===== src/rtl/mdio_arbiter_pkg.sv =====
// Shared types and frame constants for the MDIO arbiter slice.
package mdio_pkg;

  typedef enum logic [4:0] {
    S_IDLE  = 5'b00001,
    S_ISSUE = 5'b00010,
    S_WAIT  = 5'b00100,
    S_RESP  = 5'b01000,
    S_TURN  = 5'b10000
  } state_t;

  localparam logic [1:0]  MDIO_ST    = 2'b01;
  localparam logic [1:0]  MDIO_OP_RD = 2'b10;
  localparam logic [1:0]  MDIO_OP_WR = 2'b01;
  localparam logic [15:0] ERR_DATA   = 16'hFFFF;

  function automatic logic frame_ok(input logic [31:0] frame);
    return frame[31:30] == MDIO_ST;
  endfunction

endpackage


===== src/rtl/mdio_arbiter_if.sv =====
// Requester and MDIO-master bus bundle for the arbiter; slave is the arbiter side.
interface mdio_arbiter_if #(
  parameter int unsigned NREQ = 4
);
  logic [NREQ-1:0]      req;
  logic [32*NREQ-1:0]   req_frame;
  logic [NREQ-1:0]      resp_valid;
  logic [15:0]          resp_data;
  logic                 resp_err;
  logic                 busy;
  logic                 mdio_start;
  logic [31:0]          t_data;
  logic                 data_rdy;
  logic [15:0]          rd_data;

  modport slave (
    input  req, req_frame, data_rdy, rd_data,
    output resp_valid, resp_data, resp_err, busy, mdio_start, t_data
  );

  modport master (
    output req, req_frame, data_rdy, rd_data,
    input  resp_valid, resp_data, resp_err, busy, mdio_start, t_data
  );
endinterface


===== src/rtl/mdio_arbiter_rr_pick.sv =====
// Combinational round-robin selector: first request after ptr, wrapping around.
module rr_pick #(
  parameter  int unsigned NREQ  = 4,
  localparam int unsigned PTR_W = $clog2(NREQ)
) (
  input  logic [NREQ-1:0]  req,
  input  logic [PTR_W-1:0] ptr,
  output logic [NREQ-1:0]  gnt,
  output logic [PTR_W-1:0] gnt_idx
);

  always_comb begin
    logic        found;
    int unsigned pos;
    gnt     = '0;
    gnt_idx = '0;
    found   = 1'b0;
    pos     = 0;
    for (int unsigned i = 1; i <= NREQ; i++) begin
      pos = 32'(ptr) + i;
      if (pos >= NREQ) pos = pos - NREQ;
      if (!found && req[PTR_W'(pos)]) begin
        found                = 1'b1;
        gnt[PTR_W'(pos)]     = 1'b1;
        gnt_idx              = PTR_W'(pos);
      end
    end
  end

endmodule


===== src/rtl/mdio_arbiter.sv =====
// Round-robin sequencer sharing one MDIO master between NREQ management clients.
module mdio_arbiter
  import mdio_pkg::*;
#(
  parameter int unsigned NREQ        = 4,
  parameter int unsigned TIMEOUT_CYC = 1024
) (
  input logic           clk,
  input logic           reset,
  mdio_arbiter_if.slave bus
);

  localparam int unsigned PTR_W = $clog2(NREQ);
  localparam int unsigned CNT_W = $clog2(TIMEOUT_CYC);
  localparam logic [NREQ-1:0]  ONE      = {{(NREQ-1){1'b0}}, 1'b1};
  localparam logic [CNT_W-1:0] CNT_LAST = CNT_W'(TIMEOUT_CYC - 1);

  state_t            state_q, state_n;
  logic [PTR_W-1:0]  ptr_q, ptr_n;
  logic [PTR_W-1:0]  winner_q, winner_n;
  logic [CNT_W-1:0]  cnt_q, cnt_n;
  logic [31:0]       t_data_q, t_data_n;
  logic [15:0]       resp_data_q, resp_data_n;
  logic              resp_err_q, resp_err_n;
  logic [NREQ-1:0]   resp_valid_q, resp_valid_n;
  logic              mdio_start_q, mdio_start_n;
  logic              busy_q, busy_n;

  logic [NREQ-1:0]   gnt;
  logic [PTR_W-1:0]  gnt_idx;
  logic [31:0]       frames [NREQ];

  for (genvar g = 0; g < int'(NREQ); g++) begin : g_frames
    assign frames[g] = bus.req_frame[32*g +: 32];
  end

  rr_pick #(.NREQ(NREQ)) u_pick (
    .req     (bus.req),
    .ptr     (ptr_q),
    .gnt     (gnt),
    .gnt_idx (gnt_idx)
  );

  // Outputs are registered from the next state, so each strobe lines up with
  // the cycle the FSM actually sits in ISSUE or RESP.
  always_comb begin
    state_n      = state_q;
    ptr_n        = ptr_q;
    winner_n     = winner_q;
    cnt_n        = cnt_q;
    t_data_n     = t_data_q;
    resp_data_n  = resp_data_q;
    resp_err_n   = resp_err_q;
    resp_valid_n = '0;
    mdio_start_n = 1'b0;

    unique case (state_q)
      S_IDLE: begin
        if (|bus.req) begin
          winner_n = gnt_idx;
          ptr_n    = gnt_idx;
          if (frame_ok(frames[gnt_idx])) begin
            t_data_n     = frames[gnt_idx];
            mdio_start_n = 1'b1;
            state_n      = S_ISSUE;
          end else begin
            resp_valid_n = gnt;
            resp_data_n  = ERR_DATA;
            resp_err_n   = 1'b1;
            state_n      = S_RESP;
          end
        end
      end
      S_ISSUE: begin
        cnt_n   = '0;
        state_n = S_WAIT;
      end
      S_WAIT: begin
        if (bus.data_rdy) begin
          resp_valid_n = ONE << winner_q;
          resp_data_n  = bus.rd_data;
          resp_err_n   = 1'b0;
          state_n      = S_RESP;
        end else if (cnt_q == CNT_LAST) begin
          resp_valid_n = ONE << winner_q;
          resp_data_n  = ERR_DATA;
          resp_err_n   = 1'b1;
          state_n      = S_RESP;
        end else begin
          cnt_n = cnt_q + CNT_W'(1);
        end
      end
      S_RESP:  state_n = S_TURN;
      S_TURN:  state_n = S_IDLE;
      default: state_n = S_IDLE;
    endcase

    busy_n = (state_n != S_IDLE);
  end

  always_ff @(posedge clk) begin
    if (!reset) begin
      state_q      <= S_IDLE;
      ptr_q        <= PTR_W'(NREQ - 1);
      winner_q     <= '0;
      cnt_q        <= '0;
      t_data_q     <= '0;
      resp_data_q  <= '0;
      resp_err_q   <= 1'b0;
      resp_valid_q <= '0;
      mdio_start_q <= 1'b0;
      busy_q       <= 1'b0;
    end else begin
      state_q      <= state_n;
      ptr_q        <= ptr_n;
      winner_q     <= winner_n;
      cnt_q        <= cnt_n;
      t_data_q     <= t_data_n;
      resp_data_q  <= resp_data_n;
      resp_err_q   <= resp_err_n;
      resp_valid_q <= resp_valid_n;
      mdio_start_q <= mdio_start_n;
      busy_q       <= busy_n;
    end
  end

  assign bus.resp_valid = resp_valid_q;
  assign bus.resp_data  = resp_data_q;
  assign bus.resp_err   = resp_err_q;
  assign bus.busy       = busy_q;
  assign bus.mdio_start = mdio_start_q;
  assign bus.t_data     = t_data_q;

endmodule


===== src/flat_wrapper.sv =====
// flat-port wrapper written by rule: the top's interface ports become plain ports
module mdio_arbiter_flat import mdio_pkg::*;
#(
  parameter int unsigned NREQ        = 4,
  parameter int unsigned TIMEOUT_CYC = 1024
)
  (clk, reset, bus_req, bus_req_frame, bus_data_rdy, bus_rd_data, bus_resp_valid, bus_resp_data, bus_resp_err, bus_busy, bus_mdio_start, bus_t_data);
  mdio_arbiter_if #(.NREQ(NREQ)) bus_i ();
  input logic clk;
  input logic reset;
  input wire logic [$bits(bus_i.req)-1:0] bus_req;
  input wire logic [$bits(bus_i.req_frame)-1:0] bus_req_frame;
  input wire logic [$bits(bus_i.data_rdy)-1:0] bus_data_rdy;
  input wire logic [$bits(bus_i.rd_data)-1:0] bus_rd_data;
  output wire logic [$bits(bus_i.resp_valid)-1:0] bus_resp_valid;
  output wire logic [$bits(bus_i.resp_data)-1:0] bus_resp_data;
  output wire logic [$bits(bus_i.resp_err)-1:0] bus_resp_err;
  output wire logic [$bits(bus_i.busy)-1:0] bus_busy;
  output wire logic [$bits(bus_i.mdio_start)-1:0] bus_mdio_start;
  output wire logic [$bits(bus_i.t_data)-1:0] bus_t_data;
  assign bus_i.req = bus_req;
  assign bus_i.req_frame = bus_req_frame;
  assign bus_i.data_rdy = bus_data_rdy;
  assign bus_i.rd_data = bus_rd_data;
  assign bus_resp_valid = bus_i.resp_valid;
  assign bus_resp_data = bus_i.resp_data;
  assign bus_resp_err = bus_i.resp_err;
  assign bus_busy = bus_i.busy;
  assign bus_mdio_start = bus_i.mdio_start;
  assign bus_t_data = bus_i.t_data;
  mdio_arbiter #(.NREQ(NREQ), .TIMEOUT_CYC(TIMEOUT_CYC)) u_core (.clk(clk), .reset(reset), .bus(bus_i));
endmodule

===== config.mk =====
export PLATFORM = sky130hd
export DESIGN_NAME = mdio_arbiter_flat
export DESIGN_NICKNAME = d
export VERILOG_FILES = /design/src/rtl/mdio_arbiter_pkg.sv /design/src/rtl/mdio_arbiter_if.sv /design/src/rtl/mdio_arbiter_rr_pick.sv /design/src/rtl/mdio_arbiter.sv /design/src/flat_wrapper.sv
export SDC_FILE = /design/constraint.sdc
export NUM_CORES = 1
export LEC_CHECK = 0
export BUFFER_PORTS_ARGS = -buffer_cell sky130_fd_sc_hd__buf_2
export CAP_MARGIN = 20
export CORE_UTILIZATION = 49
export CTS_BUF_LIST = sky130_fd_sc_hd__clkbuf_8
export DETAILED_ROUTE_END_ITERATION = 10
export PLACE_DENSITY = 0.91
export SLEW_MARGIN = 20
export SYNTH_ARGS = -nofsm -noshare
export SYNTH_HDL_FRONTEND = slang
export SYNTH_HIERARCHICAL = 1
export SYNTH_SLANG_ARGS = --single-unit
export TNS_END_PERCENT = 50

===== constraint.sdc =====
create_clock -name clk -period 4.3 [get_ports clk]
set_input_delay 0.215 -clock clk [delete_from_list [all_inputs] [get_ports clk]]
set_output_delay 0.215 -clock clk [all_outputs]
set_load 0.01 [all_outputs]

After elaboration in Yosys (flattened, before gate mapping)
Index checks and enable logic that the tools add are counted.
{"block": "totals", "register_bits": 74, "in_bits": 151, "output_inout_bits": 55, "word_cells": 125}
{"block": "op_classes", "shifts": 1, "n_lt_le_gt_ge": 13, "bitwise_logic": 4, "n_reduce_logical": 18, "mux": 58, "n_eq_ne": 12, "addsub": 9}
{"operator": "$bmux W32 S2", "n": 1}
{"operator": "$mux W16", "n": 4}
{"operator": "$mux W32", "n": 2}
{"operator": "$mux W4", "n": 9}
{"operator": "$pmux W16 S2", "n": 1}
{"operator": "$mux W10", "n": 2}
{"operator": "$pmux W10 S2", "n": 1}
{"operator": "$pmux W5 S4", "n": 1}
{"operator": "$mux W1", "n": 16}
{"operator": "$mux W2", "n": 8}
{"operator": "$mux W5", "n": 3}
{"operator": "$ge A3 B3 Y1 const B", "n": 4}
{"operator": "$lt A2 B3 Y1 const B", "n": 4}
{"operator": "$or A4 B4 Y4", "n": 3}
{"operator": "$add A10 B1 Y10 const B", "n": 1}
{"operator": "$eq A10 B10 Y1 const B", "n": 1}
{"operator": "$reduce_and A3 Y1", "n": 3}
{"operator": "$bmux W1 S2", "n": 4}
{"operator": "$demux W1 S2", "n": 4}
{"operator": "$ge A2 B1 Y1 const B", "n": 4}
{"operator": "$pmux W4 S2", "n": 1}
{"operator": "$sub A2 B1 Y2 const B", "n": 4}
{"operator": "$logic_and A1 B1 Y1", "n": 7}
{"operator": "$add A2 B2 Y3 const B", "n": 2}
{"operator": "20 further kinds", "n": 25}

Depth between registers and ports, before layout
Gate-level depths: netlist of the first run.
{"block": "depth", "depth_word": 24, "mapped_depth": 15, "depth_no_buf": 10}

Cells and area by module
Netlist of the first run, hierarchy kept.
{"mod": "mdio_arbiter", "seq_area_each_um2": 1481.4, "instances": 1, "area_each_um2": 3941.3, "cells_per_inst": 420}
{"mod": "rr_pick", "seq_area_each_um2": 0.0, "instances": 1, "area_each_um2": 545.5, "cells_per_inst": 68}

Worst setup path before layout of the first run
No wires, ideal clock.
{"block": "synth_timing", "path_kind": "register to register", "startpoint": "register u_core.ptr_q[0]", "endpoint": "register u_core.t_data_q[20], in the netlist u_core/bus.t_data[20]", "setup_time_ns": 0.132, "setup_slack_ns": 1.221, "arrival_time_ns": 2.947, "synth_period_minus_slack_ns": 3.079, "path_stages_with_launch": 15, "n_path_buf": 4, "t_required_ns": 4.168, "cell_sequence": "dfxtp_1 buf_4 inv_1 ha_1 buf_4 nor2b_1 a22oi_1 o211ai_1 a21oi_1 buf_2 and4b_1 or4_1 buf_2 nand3_1 a21oi_1"}
{"block": "synth_between", "elab_chain_len": 21, "elab_cells_between_ends": 43, "classes_between": "8 x add/sub; 4 x order compare; 1 x eq/ne; 22 x mux; 1 x bitwise; 7 x reduce/logical"}
{"item": "from (decl)", "line": "mdio_arbiter.sv:19", "rtl": "logic [PTR_W-1:0] ptr_q, ptr_n;"}
{"item": "from (signal assigned)", "line": "mdio_arbiter.sv:104", "rtl": "ptr_q <= PTR_W'(NREQ - 1);"}
{"item": "from (signal assigned)", "line": "mdio_arbiter.sv:115", "rtl": "ptr_q <= ptr_n;"}
{"item": "$add A2 B1 Y3", "line": "mdio_arbiter_rr_pick.sv:20", "rtl": "pos = 32'(ptr) + i;"}
{"item": "$ge A3 B3 Y1 / $sub A2 B1 Y2 (equally long branches)", "line": "mdio_arbiter_rr_pick.sv:21", "rtl": "if (pos >= NREQ) pos = pos - NREQ;"}
{"item": "$mux W2", "line": "mdio_arbiter_rr_pick.sv:21"}
{"item": "$bmux W1 S2", "line": "mdio_arbiter_rr_pick.sv:22", "rtl": "if (!found && req[PTR_W'(pos)]) begin"}
{"item": "$mux W1 (implied by the code)", "line": "mdio_arbiter_rr_pick.sv:22"}
{"item": "$mux W1", "line": "mdio_arbiter_rr_pick.sv:22"}
{"item": "$logic_not A1 Y1", "line": "mdio_arbiter_rr_pick.sv:22"}
{"item": "$logic_and A1 B1 Y1", "line": "mdio_arbiter_rr_pick.sv:22"}
{"item": "(+5 left out)"}
{"item": "$logic_and A1 B1 Y1", "line": "mdio_arbiter_rr_pick.sv:22"}
{"item": "$mux W2 (*)", "line": "mdio_arbiter_rr_pick.sv:22"}
{"item": "via u_core.gnt_idx[0]", "line": "mdio_arbiter.sv:30", "rtl": "logic [PTR_W-1:0] gnt_idx;"}
{"item": "$not A2 Y3 (implied by the code) (*)", "line": "mdio_arbiter.sv:62, mdio_arbiter.sv:63"}
{"item": "$bmux W32 S2 (*)", "line": "mdio_arbiter.sv:62, mdio_arbiter.sv:63"}
{"item": "$mux W32 (implied by the code) (*) (2 in series)", "line": "mdio_arbiter.sv:62, mdio_arbiter.sv:63"}
{"item": "$eq A2 B1 Y1", "line": "mdio_arbiter_pkg.sv:18", "rtl": "return frame[31:30] == MDIO_ST;"}
{"item": "$reduce_and A3 Y1 (no line)"}
{"item": "to (signal assigned)", "line": "mdio_arbiter.sv:118", "rtl": "t_data_q <= t_data_n;"}
{"item": "to (decl)", "line": "mdio_arbiter.sv:22", "rtl": "logic [31:0] t_data_q, t_data_n;"}
Mark *: on every way through the listed nets, which the timed path passes. The rest lies on a longest branch. The select of a mux whose other input is x is not followed.
A chain may end at the register's enable or synchronous reset.

Worst setup path after layout of the first run
{"block": "layout_timing", "startpoint": "register u_core.ptr_q[1]", "endpoint": "register u_core.resp_data_q[15], in the netlist u_core/bus.resp_data[15]"}
{"block": "layout_between", "elab_chain_len": 22, "elab_cells_between_ends": 44, "classes_between": "8 x add/sub; 4 x order compare; 2 x eq/ne; 22 x mux; 1 x bitwise; 7 x reduce/logical"}
{"item": "$add A2 B1 Y3", "line": "mdio_arbiter_rr_pick.sv:20"}
{"item": "$ge A3 B3 Y1 / $sub A2 B1 Y2 (equally long branches)", "line": "mdio_arbiter_rr_pick.sv:21"}
{"item": "$mux W2", "line": "mdio_arbiter_rr_pick.sv:21"}
{"item": "$bmux W1 S2", "line": "mdio_arbiter_rr_pick.sv:22"}
{"item": "$mux W1 (implied by the code)", "line": "mdio_arbiter_rr_pick.sv:22"}
{"item": "$mux W1", "line": "mdio_arbiter_rr_pick.sv:22"}
{"item": "$logic_not A1 Y1", "line": "mdio_arbiter_rr_pick.sv:22"}
{"item": "$logic_and A1 B1 Y1", "line": "mdio_arbiter_rr_pick.sv:22"}
{"item": "(+6 left out)"}
{"item": "$mux W2 (*)", "line": "mdio_arbiter_rr_pick.sv:22"}
{"item": "via u_core.gnt_idx[0]", "line": "mdio_arbiter.sv:30"}
{"item": "$not A2 Y3 (implied by the code) (*)", "line": "mdio_arbiter.sv:62", "rtl": "if (frame_ok(frames[gnt_idx])) begin"}
{"item": "$bmux W32 S2 (*)", "line": "mdio_arbiter.sv:62"}
{"item": "$mux W32 (implied by the code) (*) (2 in series)", "line": "mdio_arbiter.sv:62"}
{"item": "$eq A2 B1 Y1 (*)", "line": "mdio_arbiter_pkg.sv:18"}
{"item": "$ne A2 B2 Y1 (no line) (*)"}
{"item": "$reduce_and A4 Y1 (no line) (*)"}
{"item": "to (signal assigned)", "line": "mdio_arbiter.sv:119", "rtl": "resp_data_q <= resp_data_n;"}
{"item": "to (decl)", "line": "mdio_arbiter.sv:23", "rtl": "logic [15:0] resp_data_q, resp_data_n;"}
Marked as above.

==> results by group, run 1 <==
Placement
  • Placed Area: about 5500 sq um
  • Post-DP HPWL: just over 10 mm
  • # port buffers: 205
  • Placer Congestion: between 0.9 and 1

Layout
  • Most frequent cells in the layout: buf_2, dfxtp_1, o21ai_0, a21oi_1, nand3_1
  • Fill cells: ~740
  • Layout area overhead: 28.0%
  • Core Util, Final: 0.652
  • Layout Nets: just over 800
  • Design Area, Final: ~5700 sq um
  • Commonest non-fill, non-tap cell in the layout: buf_2
  • Layout cells sized above 1: 0.420

Detailed routing
  • Post-DR wirelength/cell: between 15 and 20 um
  • Drt drc: 13
  • Via count: around 4800
  • DRT Pass-1 Iters: 10
  • Final wirelength: around 14 mm
  • DR iter-0 viols: 340
  • Drt via density: 6.16
  • Antenna-violating nets left: 0

Timing
  • Slew @ Worst Pin: slightly below 0.7 ns
  • Part of the cycle the worst path needs: 0.871
  • RSZ-0062 raised after global routing: no
  • Final hold violation count: 0
  • Slew headroom: 0.541
  • Min Tclk post-route: about 3.7 ns
  • Setup TNS: 0 ns
  • Slew Limit Fails: 0
  • Fmax: around 0.27 GHz
  • Final setup fails: 0
  • Fin Clk Skew: ~0.019 ns

GRT
  • Vias in the first global route: ~4700
  • Largest net degree at the start of global routing: 38
  • All-Layer GR Usage: 0.292
  • First-pass GRT wire length: about 22 mm
  • Initial antenna violation count: 3
  • Congestion Overflow GR: 0

Clock tree
  • Clock Pin Slew Worst Setup and Hold Paths: approximately 0.090 ns
  • Clock Latency Late Sink: 0.35 ns
  • Num CTS Buffers: 9
  • CTS max path bufs: 2
  • Clk sinks: 74
  • Root buffer cell: clkbuf_8
  • CTS tree: done
  • H-tree depth: 3

Logic synthesis
  • Sequential area share after synthesis: 0.330
  • Top post-synthesis cells by area: dfxtp_1, mux4_2, o21ai_0, a21oi_1, nand3_1
  • Yosys reg bits: 74
  • Fraction of registers with async set/reset: 0
  • Yosys cell types: 63
  • Yosys top cell by area: dfxtp_1
  • Ys flop type: dfxtp_1
  • Mapped Avg Cell Area: approximately 9 sq um
  • Yosys top cell area share: 0.330
  • Post-synth EDFFs: 0
  • Synth Cell Area: 4490 sq um
  • Syn nets: ~650
  • Syn Inst Count: 488
  • Synth Warn #: 6

Worst hold path
  • Hold path start: bus_rd_data[3]
  • Hold Crit Class: in2reg
  • Hold Path Sink: u_core/bus.resp_data[3]
  • Hold depth: 3

Setup path
  • RR Endpoint: u_core/bus.resp_data[15]
  • Largest stage delay on the critical path: approximately 0.63 ns
  • Worst r2r src: u_core/ptr_q[1]
  • Crit Path Max Fanout: 18
  • Worst path required time: between 4 and 5 ns
  • Crit path cell chain: inv_1 > ha_1 > nor2b_1 > a22oi_1 > o211ai_1 > a21oi_4 > and4b_1 > nor4_4 > nand2_2 > a211oi_1
  • Critical-path top delay cell: nor4_4
  • R2R Setup Slk: about 0.56 ns
  • Kind of start point of the critical path: register
  • Crit path kind: reg2reg
  • R2R depth: 10
  • Worst Setup End Kind: register
  • Data arrival, critical path: roughly 4 ns

Power
  • Leakage power: 2.38 nW
  • Worst vdd ir: about 0.00034 V
  • Power per standard cell area: between 600 and 700 nW/um^2

Floorplanning
  • Die Wd: 97.7 um
  • Rows: 34
  • Core area: approximately 8800 sq um
  • Die ar.: between 9000 and 10000 sq um
  • IO Count: 206
  • Height of the die: around 100 um
  • Starting Density: 0.510

Run
  • Max Cap Viol: 0

Status
  • Run status: finished with violations
  • Failing checks: DRC
[metal layers]
| metal | vias to the layer above | global-route usage | wire length (um) |
|---|---|---|---|
| met4 | 0 | 0.185 | 678 |
| met2 | 262 | 0.525 | 7120 |
| met3 | 56 | 0.0532 | 953 |
| li1 | 2242 | - | - |
| met1 | 2276 | 0.314 | 4990 |
| met5 | - | 0 | 0 |
[final cells by class]
type / instances / area [sq um] / area share
Sequential cell: 74 / 1480 / 0.258
Multi-Input combinational cell: 362 / 2760 / 0.480
Clock buffer: 9 / 124 / 0.0216
Antenna cell: 3 / 7.51 / 0.00131
Clock inverter: 7 / 93.8 / 0.0163
Inverter: 8 / 30.0 / 0.00523
Timing Repair Buffer: 214 / 1110 / 0.194
Tap cell: 108 / 135 / 0.0235
[synth_stat cells, types with 2 or more instances]
cell type  instances
a21oi_1           46
nor4bb_1           2
nor4b_1            2
o211ai_1           2
o21ai_1            2
buf_6              4
o41ai_1            4
o31ai_1            3
or4_1              6
o311ai_0           2
o22ai_1            2
buf_2             14
nand2_2            2
nand4b_1           5
a221o_2            4
a211oi_1          18
mux4_2            32
o21ai_0           54
a22oi_1            3
inv_1              7
a221oi_1           2
buf_4             11
dfxtp_1           74
ha_1               9
and4b_1            2
nand3_1           44
nand2_1           29
nor2_1            24
nor2b_1            6
nor3_1            23
or3_1              3
nand4_1            3
clkbuf_1          14
[kinds of logic after synthesis]
family                   count (synthesis)  share of synthesized area
AND/OR/NAND/NOR                        169                      0.211
AO/OA/AOI/OAI                          150                      0.206
adder cells (fa/ha/maj)                  9                     0.0251
buffers and inverters                   52                     0.0633
flip-flops                              74                      0.330
multiplexers                            34                      0.165
[power breakdown]
group / leakage [nW] / switching [mW] / internal [mW] / total (mW)
clock network: 0.111 / 0.268 / 0.327 / 0.594
logic: 1.66 / 1.05 / 0.861 / 1.92
registers: 0.605 / 0.166 / 0.883 / 1.05
[worst max-delay path, delay by kind of cell, from the launching register on]
family / cells / cell delay, ns
compound gates: 4 / 0.84
simple gates: 4 / 1.54
buf+inv: 1 / 0.24
fa+ha+maj: 1 / 0.46
flops: 1 / 0.57
[registers in the layout, indices dropped and copies added (netlist names)]
| name | cells |
|---|---|
| u_core/bus.busy | 1 |
| u_core/bus.mdio_start | 1 |
| u_core/bus.resp_data | 16 |
| u_core/bus.resp_err | 1 |
| u_core/bus.resp_valid | 4 |
| u_core/bus.t_data | 32 |
| u_core/cnt_q | 10 |
| u_core/ptr_q | 2 |
| u_core/state_q | 5 |
| u_core/winner_q | 2 |
[stage by stage]
stage / power, mW / cells / setup WS (ns) / hold slack [ns]
5_1_grt: 3.79 / 785 / 0.268 / 0.228
3_5_place_dp: 2.95 / 765 / 0.355 / 0.422
6_report: 3.56 / 785 / 0.556 / 0.206
4_1_cts: 3.54 / 781 / 0.341 / 0.199
2_1_floorplan: 2.46 / 488 / 1.22 / 0.443
3_3_place_gp: 2.87 / 765 / 0.644 / 0.414
[what timing repair did]
action,CTS,global route
endpoints found under the setup margin,0,9
setup buffers,0,0
gates resized for setup,0,1
hold buffers,0,0
[worst max-delay path by stage]
stage                          from                  endpoint  slack, ns
finish              u_core/ptr_q[1]  u_core/bus.resp_data[15]       0.56
global route        u_core/ptr_q[1]   u_core/bus.resp_data[7]       0.27
CTS                 u_core/ptr_q[0]   u_core/bus.resp_data[6]       0.34
detailed placement  u_core/ptr_q[0]   u_core/bus.resp_data[6]       0.35
global placement    u_core/ptr_q[0]         u_core/state_q[3]       0.64
floorplan           u_core/ptr_q[0]     u_core/bus.t_data[20]       1.22
(Power assumes the default switching activity.)
==> inputs of run 2 (changes only) <==
- ABC_AREA: not set -> 1
==> results by group, run 2 <==
Setup path
  • Crit-path leading delay family: simple AND/OR/NAND/NOR gates
  • Kind of start point of the critical path: register
  • Worst path required time: 4.53 ns (-0.02 ns)
  • R2R Setup Slk: 0.77 ns (+0.22 ns)
  • Crit path cell chain: inv_1 > ha_1 > inv_1 > nand3_1 > nand2_1 > nand2_1 > nor2_1 > nor2_1 > nor2_4 > inv_4 > nor2_1 > nand2_1 > nand3_1 > nand2_2 > nor2_8 > inv_4 > nor2_1 > nor2_1
  • Crit path buf inv count: 4 (+3)
  • Worst Setup End Kind: register
  • Crit Path Max Fanout: 33 (+15)
  • Critical-path top delay cell: dfxtp_1
  • Largest stage delay on the critical path: 0.53 ns (-0.10 ns)
  • R2R depth: 18 (+8)
  • Critical Path Most Common Cell: nor2_1
  • Worst r2r src: u_core/ptr_q[1]
  • RR Endpoint: u_core/bus.t_data[22]
  • Worst setup startpoint: u_core/ptr_q[1]
  • Data arrival, critical path: 3.75 ns (-0.25 ns)
  • Crit path kind: reg2reg

Clock tree
  • Clock Latency Late Sink: 0.34 ns (about the same)
  • H-tree depth: 3 (unchanged)
  • CTS max path bufs: 2 (unchanged)
  • Post-CTS Setup Bufs: 0 (unchanged)
  • Num CTS Buffers: 9 (unchanged)
  • Clock Pin Slew Worst Setup and Hold Paths: 0.08 ns (about the same)
  • Clk sinks: 74 (unchanged)
  • Root buffer cell: clkbuf_8
  • CTS tree: done
  • CTS-repair resized insts: 0 (unchanged)
  • Cts hold-fix bufs: 0 (unchanged)

Layout
  • Layout Nets: 999 (+21%)
  • Final std cells w/o fill: 952 (+21%)
  • Core Util, Final: 0.646 (-0.00640)
  • Layout cells sized above 1: 0.317 (-0.103)
  • Layout area overhead: 26.5%
  • Commonest non-fill, non-tap cell in the layout: nor2_1
  • Fill cells: 789 (+7.1%)
  • Design Area, Final: 5660 sq um (-1.5%)
  • Number of flip-flops in the largest register: 32 (unchanged)
  • Most frequent cells in the layout: nor2_1, buf_2, nand2_1, dfxtp_1, o21ai_0

Worst hold path
  • Hold Path Sink: u_core/bus.resp_data[0]
  • Hold depth: 3 (unchanged)
  • Hold path start: bus_rd_data[0]
  • Hold Crit Class: in2reg

Detailed routing
  • Final wirelength: 12.7 mm (-7.5%)
  • Via count: 5092 (+5.3%)
  • Drt drc: 0 (-13)
  • DRT Pass-1 Iters: 5 (-5)
  • Antenna-violating nets left: 0 (unchanged)
  • Post-DR wirelength/cell: 13.3 um (-24%)
  • DR iter-0 viols: 298 (-12%)
  • Drt via density: 5.35 (-13%)

Timing
  • Final hold slack: 0.0939 ns (-0.112 ns)
  • Final hold violation count: 0 (unchanged)
  • Fin Clk Skew: 0.0102 ns (-0.00875 ns)
  • RSZ-0062 raised after global routing: no
  • Final WS setup: 0.773 ns (+0.217 ns)
  • Part of the cycle the worst path needs: 0.820 (-0.0504)
  • Fmax: 0.284 GHz (+6.2%)
  • Slew Limit Fails: 0 (unchanged)
  • Min Tclk post-route: 3.53 ns (-0.217 ns)
  • Slew headroom: 0.467 (-0.0739)
  • Setup TNS: 0 ns (unchanged)
  • Final setup fails: 0 (unchanged)
  • Slew @ Worst Pin: 0.799 ns (+0.112 ns)

Logic synthesis
  • Ys flop type: dfxtp_1
  • Sequential area share after synthesis: 0.331 (+0.00102)
  • Post-synth EDFFs: 0 (unchanged)
  • Yosys top cell area share: 0.331 (+0.00102)
  • Yosys reg bits: 74 (unchanged)
  • Yosys top cell by area: dfxtp_1
  • Top post-synthesis cells by area: dfxtp_1, nor2_1, nand2_1, o21ai_0, o32ai_1
  • Mapped Avg Cell Area: 6.81 sq um (-26%)
  • Most numerous cell in the Yosys netlist: nor2_1
  • Fraction of registers with async set/reset: 0 (unchanged)
  • Synth Warn #: 6 (unchanged)
  • Syn Inst Count: 657 (+35%)
  • Yosys cell types: 37 (-41%)
  • Synth Cell Area: 4470 sq um (-0.31%)
  • Commonest cells in the synthesized netlist: nor2_1, nand2_1, dfxtp_1, o21ai_0, nand3_1
  • Syn nets: 817 (+26%)

Power
  • Share of power burned in registers: 0.213 (-0.082)
  • Net switching power: 2.38 mW (+60%)
  • Power per standard cell area: 821 nW/um^2 (+32%)
  • Clock Power Share: 0.121 (-0.046)
  • Leakage power: 2.80 nW (+18%)
  • Tot Pwr: 4.64 mW (+30%)
  • Net Sw Frac: 0.513 (+0.0950)
  • Comb pwr share: 0.666 (+0.128)
  • Worst vdd ir: 0.000449 V (+31%)
  • Cell Int Power: 2.26 mW (+9.2%)

Floorplanning
  • Height of the die: 97.5 um (-0.15%)
  • Die ar.: 9520 sq um (-0.30%)
  • IO Count: 206 (unchanged)
  • Rows: 34 (unchanged)
  • Die Wd: 97.5 um (-0.15%)
  • Starting Density: 0.510 (+0.000903)
  • Core area: 8760 sq um (-0.48%)

Placement
  • Post-DP HPWL: 9.53 mm (-7.8%)
  • # port buffers: 205 (unchanged)
  • Placed Area: 5450 sq um (-0.96%)
  • Placer Congestion: 0.920 (-0.68%)
  • Pre-CTS WS: 0.794 ns (+0.439 ns)
  • Dpl cells: 936 (+22%)

GRT
  • Congestion Overflow GR: 0 (unchanged)
  • Vias in the first global route: 4565 (-2.9%)
  • All-Layer GR Usage: 0.263 (-0.0287)
  • Largest net degree at the start of global routing: 61 (+61%)
  • First-pass GRT wire length: 20.7 mm (-7.1%)
  • Initial antenna violation count: 1 (-2)

Run
  • Max Cap Viol: 0 (unchanged)

Status
  • Run status: completed
-- run 2: worst max-delay path by stage --
stage                                        to  slack [ns]  cells after the start
after floorplan           u_core/bus.t_data[12]        1.57                     21
after global placement    u_core/bus.t_data[27]        0.93                     18
after detailed placement  u_core/bus.t_data[28]        0.79                     18
after CTS                 u_core/bus.t_data[20]        0.79                     18
after global routing      u_core/bus.t_data[26]        0.41                     18
final                     u_core/bus.t_data[22]        0.77                     18
-- run 2: worst register-to-register path: stages, from the launching register on --
cell and delay (ns):
dfxtp_1 0.53, inv_1 0.21, ha_1 0.39, inv_1 0.17, nand3_1 0.09, nand2_1 0.10, nand2_1 0.08, nor2_1 0.14
nor2_1 0.08, nor2_4 0.36, inv_4 0.06, nor2_1 0.10, nand2_1 0.05, nand3_1 0.07, nand2_2 0.12, nor2_8 0.37
inv_4 0.25, nor2_1 0.19, nor2_1 0.06
-- run 2: layer usage --
layer,up-vias,routed length (um),track usage
li1,2549,-,-
met1,2289,5180,0.318
met2,218,6220,0.448
met3,36,809,0.0532
met4,0,490,0.121
met5,-,0,0
-- run 2: power groups by stage --
stage | Sequential (mW) | Combinational [mW] | Clock [mW]
finish | 0.988 | 3.09 | 0.563
global placement | 0.994 | 3.01 | 0
global route | 1.01 | 3.43 | 0.610
floorplan | 1.07 | 2.43 | 0
detailed placement | 1.00 | 3.06 | 0
CTS | 0.986 | 3.08 | 0.573
-- run 2: cell families after synthesis --
logic type / Yosys count / share of synthesized area
AOI/OAI and AO/OA: 123 / 0.170
buffers and inverters: 68 / 0.0797
xor gates and xnor gates: 3 / 0.00588
DFF: 74 / 0.331
adders and majority gates: 9 / 0.0252
and+or+nand+nor: 380 / 0.388
-- run 2: layout make-up --
cell class	count	area [sq um]	share of cell area
inverter	30	128	0.0226
sequential	74	1480	0.262
antenna	1	2.50	0.000442
multi-input combinational	515	2650	0.468
clock buffer	9	124	0.0219
tap	108	135	0.0239
clock inverter	6	83.8	0.0148
timing repair buffer	209	1060	0.187
